`src/rtl/mem_pkg.sv`:
```
// Shared definitions for the core memory port: FSM state encoding and parameter defaults.
package mem_pkg;

  localparam int DEFAULT_WIDTH   = 32;
  localparam int DEFAULT_TIMEOUT = 16;

  typedef enum logic [1:0] {
    ST_IDLE = 2'd0,
    ST_REQ  = 2'd1,
    ST_GAP  = 2'd2
  } state_e;

endpackage

```
`src/rtl/mem_port_timer.sv`:
```
// Request timeout counter for core_mem_port; instantiated only when CORE_MEM_PORT_TIMEOUT_EN is defined.
module mem_port_timer #(
  parameter int TIMEOUT = 16
) (
  input  logic clk,
  input  logic reset,
  input  logic clear_i,
  input  logic enable_i,
  output logic expired_o
);

  logic [7:0] count_q;

  assign expired_o = (count_q == 8'(TIMEOUT - 1));

  // Saturates at TIMEOUT-1 so expired_o stays high until the owner clears it.
  always_ff @(posedge clk or posedge reset) begin
    if (reset) begin
      count_q <= '0;
    end else if (clear_i) begin
      count_q <= '0;
    end else if (enable_i && !expired_o) begin
      count_q <= count_q + 8'd1;
    end
  end

endmodule

```
`src/rtl/core_mem_port.sv`:
```
// Core-side memory port: one active command plus one skid entry, driving a per-core arbiter slot.
// Optional request timeout is enabled with the CORE_MEM_PORT_TIMEOUT_EN macro.
module core_mem_port
  import mem_pkg::*;
#(
  parameter int WIDTH   = DEFAULT_WIDTH,
  parameter int TIMEOUT = DEFAULT_TIMEOUT
) (
  input  logic             clk,
  input  logic             reset,
  input  logic             cmd_valid,
  output logic             cmd_ready,
  input  logic             cmd_wren,
  input  logic [WIDTH-1:0] cmd_address,
  input  logic [WIDTH-1:0] cmd_wdata,
  output logic             rsp_valid,
  output logic [WIDTH-1:0] rsp_data,
  output logic             rsp_error,
  output logic             request,
  output logic             wren_core,
  output logic [WIDTH-1:0] address_out,
  output logic [WIDTH-1:0] data_out,
  input  logic [WIDTH-1:0] data_in,
  input  logic             response
);

  if (TIMEOUT < 2 || TIMEOUT > 255) begin : g_bad_timeout
    $error("core_mem_port: TIMEOUT must be in 2..255");
  end

  state_e           state_q;
  logic             act_wren_q;
  logic [WIDTH-1:0] act_addr_q;
  logic [WIDTH-1:0] act_wdata_q;
  logic             skid_valid_q;
  logic             skid_wren_q;
  logic [WIDTH-1:0] skid_addr_q;
  logic [WIDTH-1:0] skid_wdata_q;
  logic             request_q;
  logic             rsp_valid_q;
  logic             rsp_error_q;
  logic [WIDTH-1:0] rsp_data_q;
  logic             accept;
  logic             timeout_hit;

  assign cmd_ready   = !skid_valid_q;
  assign accept      = cmd_valid && cmd_ready;

  assign request     = request_q;
  assign wren_core   = act_wren_q;
  assign address_out = act_addr_q;
  assign data_out    = act_wdata_q;
  assign rsp_valid   = rsp_valid_q;
  assign rsp_data    = rsp_data_q;
  assign rsp_error   = rsp_error_q;

`ifdef CORE_MEM_PORT_TIMEOUT_EN
  mem_port_timer #(
    .TIMEOUT (TIMEOUT)
  ) u_timer (
    .clk       (clk),
    .reset     (reset),
    .clear_i   (state_q != ST_REQ),
    .enable_i  (state_q == ST_REQ),
    .expired_o (timeout_hit)
  );
`else
  assign timeout_hit = 1'b0;
`endif

  // NOTE: every register here is state, so all assignments are non-blocking; the
  // asynchronous reset is what drops request mid-transaction without waiting for a clock.
  always_ff @(posedge clk or posedge reset) begin
    if (reset) begin
      state_q      <= ST_IDLE;
      act_wren_q   <= 1'b0;
      act_addr_q   <= '0;
      act_wdata_q  <= '0;
      skid_valid_q <= 1'b0;
      skid_wren_q  <= 1'b0;
      skid_addr_q  <= '0;
      skid_wdata_q <= '0;
      request_q    <= 1'b0;
      rsp_valid_q  <= 1'b0;
      rsp_error_q  <= 1'b0;
      rsp_data_q   <= '0;
    end else begin
      rsp_valid_q <= 1'b0;
      rsp_error_q <= 1'b0;
      unique case (state_q)
        ST_IDLE: begin
          if (skid_valid_q) begin
            act_wren_q   <= skid_wren_q;
            act_addr_q   <= skid_addr_q;
            act_wdata_q  <= skid_wdata_q;
            skid_valid_q <= 1'b0;
            request_q    <= 1'b1;
            state_q      <= ST_REQ;
          end else if (accept) begin
            act_wren_q  <= cmd_wren;
            act_addr_q  <= cmd_address;
            act_wdata_q <= cmd_wdata;
            request_q   <= 1'b1;
            state_q     <= ST_REQ;
          end
        end
        ST_REQ: begin
          // A response arriving on the expiry cycle still completes normally.
          if (response) begin
            rsp_data_q  <= data_in;
            rsp_valid_q <= 1'b1;
            request_q   <= 1'b0;
            state_q     <= ST_GAP;
          end else if (timeout_hit) begin
            rsp_data_q  <= '0;
            rsp_valid_q <= 1'b1;
            rsp_error_q <= 1'b1;
            request_q   <= 1'b0;
            state_q     <= ST_GAP;
          end
        end
        ST_GAP: begin
          state_q <= ST_IDLE;
        end
        default: begin
          state_q   <= ST_IDLE;
          request_q <= 1'b0;
        end
      endcase
      // Commands arriving while busy park in the skid entry; placed last so a fill wins over a drain.
      if (accept && state_q != ST_IDLE) begin
        skid_valid_q <= 1'b1;
        skid_wren_q  <= cmd_wren;
        skid_addr_q  <= cmd_address;
        skid_wdata_q <= cmd_wdata;
      end
    end
  end

endmodule

```
`config.mk`:
```
export PLATFORM = sky130hd
export DESIGN_NAME = core_mem_port
export DESIGN_NICKNAME = d
export VERILOG_FILES = /design/src/rtl/mem_pkg.sv /design/src/rtl/mem_port_timer.sv /design/src/rtl/core_mem_port.sv
export SDC_FILE = /design/constraint.sdc
export NUM_CORES = 1
export LEC_CHECK = 0
export ABC_AREA = 0
export CAP_MARGIN = 0
export CORE_UTILIZATION = 48
export DETAILED_ROUTE_END_ITERATION = 7
export PLACE_DENSITY = 0.81
export RECOVER_POWER = 100
export SKIP_CTS_REPAIR_TIMING = 1
export SLEW_MARGIN = 0
export SYNTH_ARGS = -nofsm -noshare
export SYNTH_HDL_FRONTEND = slang
export SYNTH_SLANG_ARGS = --single-unit
```
`constraint.sdc`:
```
create_clock -name clk -period 6.3 [get_ports clk]
set_clock_uncertainty 0.15 [all_clocks]
set_input_delay 1.26 -clock clk [delete_from_list [all_inputs] [get_ports clk]]
set_output_delay 1.26 -clock clk [all_outputs]
set_load 0.03 [all_outputs]
```
==> reports/results.ini, run 1 <==
[final_layout]
drive_above_1_share_pct = 31.4
fin_util_pct = 68.9
diodes = 0
nets = 734
fill_cells = 956
seqCellArea_mm2 = 0.00418
multiInputGateArea_mm2 = 0.00264
area_growth_syn_to_layout_pct = 38.5

[synth]
synth.avg_cell_area_um2 = 16.1
synthCells = 434
synthArstFlopShare_pct = 100
synth_edf_count = 0
ys_ff_latch = 167
yosys-top-cells-count = dfrtp_1 (167), mux2_2 (167), mux2_1 (60), buf_2 (13), buf_4 (11)
synth_area_mm2 = 0.00699
synth_top_area_share_pct = 59.8
yosys_warnings = 0
ys.flop_type = dfrtp_1
synthTopCellsByArea = dfrtp_1 (60%), mux2_2 (27%), mux2_1 (9.7%)
synth_top_cell_by_area = dfrtp_1
ys_seq_area_share_pct = 59.8
synth_cell_types = 17
synth_nets = 535

[power_and_ir_drop]
total_leakage_power_nw = 4.03
vdd_drop_max_mv = 0.486
p_total_w = 0.00550
p_per_area_mw_per_mm2 = 569

[placed_design]
dp_worst_setup_slack_ps = 2860
place_hpwl_um = 9360
gp_congestion = 0.711
portBuffers = 200

[routing]
vias = 4244
drt_iter0_markers = 194
first_pass_iters = 4
drt_wl_total_um = 14200
wl_per_cell_um = 17.3
drc = 0
drtAntennaViolNets = 0
via_per_inst = 5.17

[global_routing]
antenna_found_initial = 0
first_global_vias = 4640
grt_first_pass_wirelength_um = 23000
grt.total_usage_pct = 20.2
grt_max_degree = 81
grt_overflow = 0

[status]
outcome = finished, violations left
failed_checks = max-capacitance violations, max-slew violations

[critical_path]
worstPathArrival_ps = 4420
r2r-start = skid_valid_q$_DFFE_PP0P_
critPathMaxFanout = 80
r2r-end = skid_wdata_q[11]$_DFFE_PP0P_
crit_path_top_delay_cell = clkinvlp_2
setup.worst_path.class = in2async
cp-startpoint = reset
end_kind = asynchronous set/reset pin
setup.worst_path.start_class = input port
cp_cell_sequence = clkdlybuf4s50_1, clkinvlp_2, buf_4
crit_end = data_out[14]$_DFFE_PP0P_
rr_worst_depth = 4
cp.required_ps = 6650
max_stage_delay_ps = 1910
rrSetupSlack_ps = 3100

[floorplanning]
core_mm2 = 0.0140
initial_core_util_pct = 49.8
die_h_um = 123
io_pins = 202
row_count = 43
dieArea_mm2 = 0.0150
die_x_um = 123

[sta]
tns_ps = 0
rsz0062_at_grt = no
fmax_mhz = 246
fin_crit_sh_pct = 64.6
min_period_ps = 4070
tightest_slew_ps = 3400
setup_viol = 0
slew_headroom_pct = -128
timing.final.hold_violations = 0
finalMaxSlewViolations = 181
timing.hold.ws_ps = 327
fin_ws_ps = 2230

[clock_network]
numCtsBuffers = 17
h-tree-depth = 4
cts_tree = done
clk_pin_slew_worst_paths_ps = 50
cts_sinks = 167
cts.path.max_buffers = 2
cts_root_buf = clkbuf_16
clock_latency_ps = 410

[job]
drv_cap = 3

[worst_hold_path]
min_path_type = reg2reg

-- per-stage QoR --
step	instances	cell area [um^2]
after CTS	821	9700
final	821	9680
after floorplan	434	6990
after global routing	821	9680
after detailed placement	794	9110
after global placement	794	9110
-- metal layers --
metal	global-route usage (%)	routed length (um)	part of all wire (%)
met5	0	0	0
met1	24.8	5970	42
met2	32.3	6870	48
met3	8.60	1290	9.0
met4	6.17	119	0.84
-- state kept, by name (all words and copies together) (netlist names) --
register and cells:
address_out 32, data_out 32, rsp_data 32, skid_addr_q 32, skid_wdata_q 32, state_q 2, request 1, rsp_valid 1
skid_valid_q 1, skid_wren_q 1, wren_core 1
-- area by class of cell --
cell class | instances | area share (%)
Multi-Input combinational cell | 239 | 27.3
Clock buffer | 23 | 5.04
Tap cell | 180 | 2.33
Clock inverter | 4 | 0.983
Sequential cell | 167 | 43.2
Inverter | 2 | 0.0905
Timing Repair Buffer | 206 | 21.1
-- cell families after synthesis --
family | count (synthesis) | synth area share, %
AOI/OAI and AO/OA | 2 | 0.179
buffers and inverters | 28 | 2.44
DFF | 167 | 59.8
muxes | 227 | 36.6
other | 1 | 0.0537
and+or+nand+nor | 9 | 0.931
-- how the worst min path moves through the flow --
stage | to | depth (start not counted) | start
after floorplan | skid_addr_q[0]$_DFFE_PP0P_ | 1 | skid_addr_q[0]$_DFFE_PP0P_
after global placement | skid_addr_q[7]$_DFFE_PP0P_ | 1 | skid_addr_q[7]$_DFFE_PP0P_
after detailed placement | skid_addr_q[26]$_DFFE_PP0P_ | 1 | skid_addr_q[26]$_DFFE_PP0P_
after CTS | skid_addr_q[26]$_DFFE_PP0P_ | 1 | skid_addr_q[26]$_DFFE_PP0P_
after global routing | skid_addr_q[31]$_DFFE_PP0P_ | 1 | skid_addr_q[31]$_DFFE_PP0P_
final | skid_wdata_q[31]$_DFFE_PP0P_ | 1 | skid_wdata_q[31]$_DFFE_PP0P_
-- cells in the final DEF (no fill, tap or decap), drive strengths merged --
| master | netlist | layout |
|---|---|---|
| mux2 | 227 | 227 |
| dfrtp | 167 | 167 |
| dlygate4sd3 | 0 | 102 |
| clkdlybuf4s50 | 0 | 98 |
| clkbuf | 0 | 25 |
| buf | 26 | 4 |
| nor2 | 3 | 3 |
| bufinv | 0 | 3 |
| nor3b | 2 | 2 |
| and3b | 2 | 2 |
| nor3 | 1 | 1 |
| inv | 2 | 1 |
| clkinvlp | 0 | 1 |
| o21ai | 1 | 1 |
| a21o | 1 | 1 |
| or2 | 1 | 1 |
| conb | 1 | 1 |
| clkinv | 0 | 1 |
-- worst max-delay path, delay by kind of cell --
kind	cells	cell delay (ps)
buf+inv	3	3080
-- power by group --
group          switching (W)  internal [W]  leakage, nW  total (W)
logic                0.00132       0.00125         1.77    0.00257
registers           0.000266       0.00163         1.97    0.00190
clock network       0.000379      0.000654        0.287    0.00103
Note: power is estimated with default switching activity, not from simulation.
==> run 2, diff against run 1 <==
- CORE_UTILIZATION: 48 -> 43
- PLACE_DENSITY: 0.81 -> 0.76
- clock period: 6.3 -> 3.5 ns (I/O delays scaled with it)
==> run 2 against run 1 <==
- the flow still finishes with violations (max-capacitance violations, max-slew violations)
- critical endpoint is now rsp_data[14]$_DFFE_PP0P_
- hold slack improved by 4.0 ps
- largest power group unchanged
- utilization decreased by 7.1 points
- final cell count increased by 5.2%
- critical path depth is 1 higher
- register-to-register slack got worse by 2600 ps
- sequential share of layout area is 0.65 points lower
- clock-buffer cell count down 6
- highest routed layer unchanged
- die area grew 11%
==> reports/results.ini, run 2 (synthesis results as in run 1) <==
[status]
outcome = finished, violations left  ; unchanged
failed_checks = max-capacitance violations, max-slew violations  ; unchanged

[sta]
tns_ps = 0  ; unchanged
fin_crit_sh_pct = 86.8
tightest_slew_ps = 1750  ; was 3400 ps
finalMaxSlewViolations = 95  ; was 181
slew_headroom_pct = -16.4  ; was -128%
fin_ws_ps = 463  ; was 2230 ps
min_period_ps = 3040
timing.final.hold_violations = 0  ; unchanged
rsz0062_at_grt = no  ; unchanged
setup_viol = 0  ; unchanged
fmax_mhz = 329

[placed_design]
placed_cells = 832  ; was 794
place_hpwl_um = 10100  ; was 9360 um
dp_worst_setup_slack_ps = 935  ; was 2860 ps
portBuffers = 200  ; unchanged
gp_congestion = 0.718  ; was 0.711

[routing]
drtAntennaViolNets = 0  ; unchanged
first_pass_iters = 3  ; was 4
wl_per_cell_um = 17.3  ; about the same
drc = 0  ; unchanged
drt_iter0_markers = 119  ; was 194
drt_wl_total_um = 14900  ; was 14,200 um
via_per_inst = 4.98  ; was 5.17
vias = 4301  ; was 4,244

[worst_hold_path]
min_to = rsp_data[7]$_DFFE_PP0P_  ; was skid_wdata_q[31]$_DFFE_PP0P_
worstHoldPathCells = 1  ; unchanged
min_path_type = reg2reg  ; unchanged
min_from = rsp_data[7]$_DFFE_PP0P_  ; was skid_wdata_q[31]$_DFFE_PP0P_

[clock_network]
cts_tree = done  ; unchanged
cts_sinks = 167  ; unchanged
clock_latency_ps = 420  ; was 410 ps
cts.path.max_buffers = 2  ; unchanged
cts_root_buf = clkbuf_16  ; unchanged
numCtsBuffers = 17  ; unchanged
clk_pin_slew_worst_paths_ps = 70  ; was 50 ps
h-tree-depth = 4  ; unchanged

[power_and_ir_drop]
total_leakage_power_nw = 4.07  ; was 4.03 nW
p_per_area_mw_per_mm2 = 1030  ; was 569 mW/mm^2
vdd_drop_max_mv = 0.606  ; was 0.486 mV
p_total_w = 0.0102  ; was 0.00550 W

[critical_path]
crit_family = buffers and inverters  ; unchanged
worstPathArrival_ps = 3190  ; was 4420 ps
critPathMaxFanout = 33  ; was 80
r2r-start = skid_valid_q$_DFFE_PP0P_  ; unchanged
rr_worst_depth = 3  ; was 4
r2r-end = skid_wdata_q[9]$_DFFE_PP0P_  ; was skid_wdata_q[11]$_DFFE_PP0P_
cp_cell_sequence = dlygate4sd3_1, and3b_1, clkbuf_1, mux2_2  ; was clkdlybuf4s50_1, clkinvlp_2, buf_4
critPathBufInv = 2  ; was 3
crit_path_top_delay_cell = clkbuf_1  ; was clkinvlp_2
rrSetupSlack_ps = 540  ; was 3100 ps
setup.worst_path.start_class = input port  ; unchanged
end_kind = flop  ; was asynchronous set/reset pin
setup.worst_path.class = in2reg  ; was in2async
max_stage_delay_ps = 1250  ; was 1910 ps
cp.required_ps = 3650  ; was 6650 ps

[final_layout]
drive_above_1_share_pct = 32.3  ; was 31.4%
diodes = 0  ; unchanged
fill_cells = 1254  ; was 956
multiInputGateArea_mm2 = 0.00264  ; unchanged
final_common_cell = mux2_2  ; unchanged
nets = 736  ; was 734
area_growth_syn_to_layout_pct = 40.6  ; was 38.5%
layout_common_cells = mux2_2 (167), dfrtp_1 (166), dlygate4sd3_1 (102)  ; unchanged
final_cells = 864  ; was 821
seqCellArea_mm2 = 0.00418  ; unchanged

[floorplanning]
initial_core_util_pct = 44.0  ; was 49.8%
die_x_um = 129  ; was 123 um
row_count = 46  ; was 43
die_h_um = 129  ; was 123 um
io_pins = 202  ; unchanged
dieArea_mm2 = 0.0168  ; was 0.0150 mm^2
core_mm2 = 0.0159  ; was 0.0140 mm^2

[global_routing]
grt_max_degree = 68  ; was 81
grt_first_pass_wirelength_um = 24200  ; was 23,000 um
antenna_found_initial = 0  ; unchanged
grt_overflow = 0  ; unchanged
first_global_vias = 4825  ; was 4,640
grt.total_usage_pct = 19.1  ; was 20.2%

[job]
drv_cap = 3  ; unchanged

## run 2: cell types whose count changed in the layout (fill, tap and decap cells not counted), sizes merged
cell	delta
clkinv	+2
bufinv	+2
buf	-2
clkbuf	-2
clkinvlp	+1
inv	+6
## run 2: layout make-up
cell class / instances / area share (%)
clock buffer: 17 / 4.33
sequential: 167 / 42.5
tap: 216 / 2.75
clock inverter: 15 / 2.43
multi-input combinational: 239 / 26.9
inverter: 2 / 0.0891
timing repair buffer: 208 / 21.0
## run 2: how the worst max path moves through the flow
stage / to / depth (start not counted) / slack, ps / start
final: rsp_data[14]$_DFFE_PP0P_ / 4 / 460 / response
after global routing: rsp_data[14]$_DFFE_PP0P_ / 4 / 310 / response
after CTS: cmd_ready / 2 / 590 / skid_valid_q$_DFFE_PP0P_
after detailed placement: skid_addr_q[11]$_DFFE_PP0P_ / 4 / 940 / cmd_valid
after global placement: skid_wdata_q[7]$_DFFE_PP0P_ / 4 / 950 / cmd_valid
after floorplan: address_out[0]$_DFFE_PP0P_ / 1 / 520 / reset
## run 2: stage by stage
step           util (%)  instance area, um^2  hold slack, ps
5_1_grt            61.8                 9820             346
4_1_cts            62.2                 9880             337
3_5_place_dp       58.0                 9210             322
6_report           61.8                 9820             331
2_1_floorplan         -                 6990             302
3_3_place_gp       58.0                 9210             311
## run 2: routing by layer
metal	share of wire (%)	vias to the layer above	routed length (um)	global-route usage [%]
met5	0	-	0	0
met4	1.6	0	242	7.25
met3	9.1	20	1360	8.18
met2	49	138	7360	32.3
met1	40	2188	5940	21.4
li1	-	1955	-	-
## run 2: where the power goes
part	switching [W]	internal [W]	total [W]	leakage, nW
clock	0.000802	0.00129	0.00209	0.321
combinational	0.00234	0.00225	0.00459	1.78
sequential	0.000536	0.00294	0.00347	1.97
total	0.00368	0.00647	0.0102	4.07
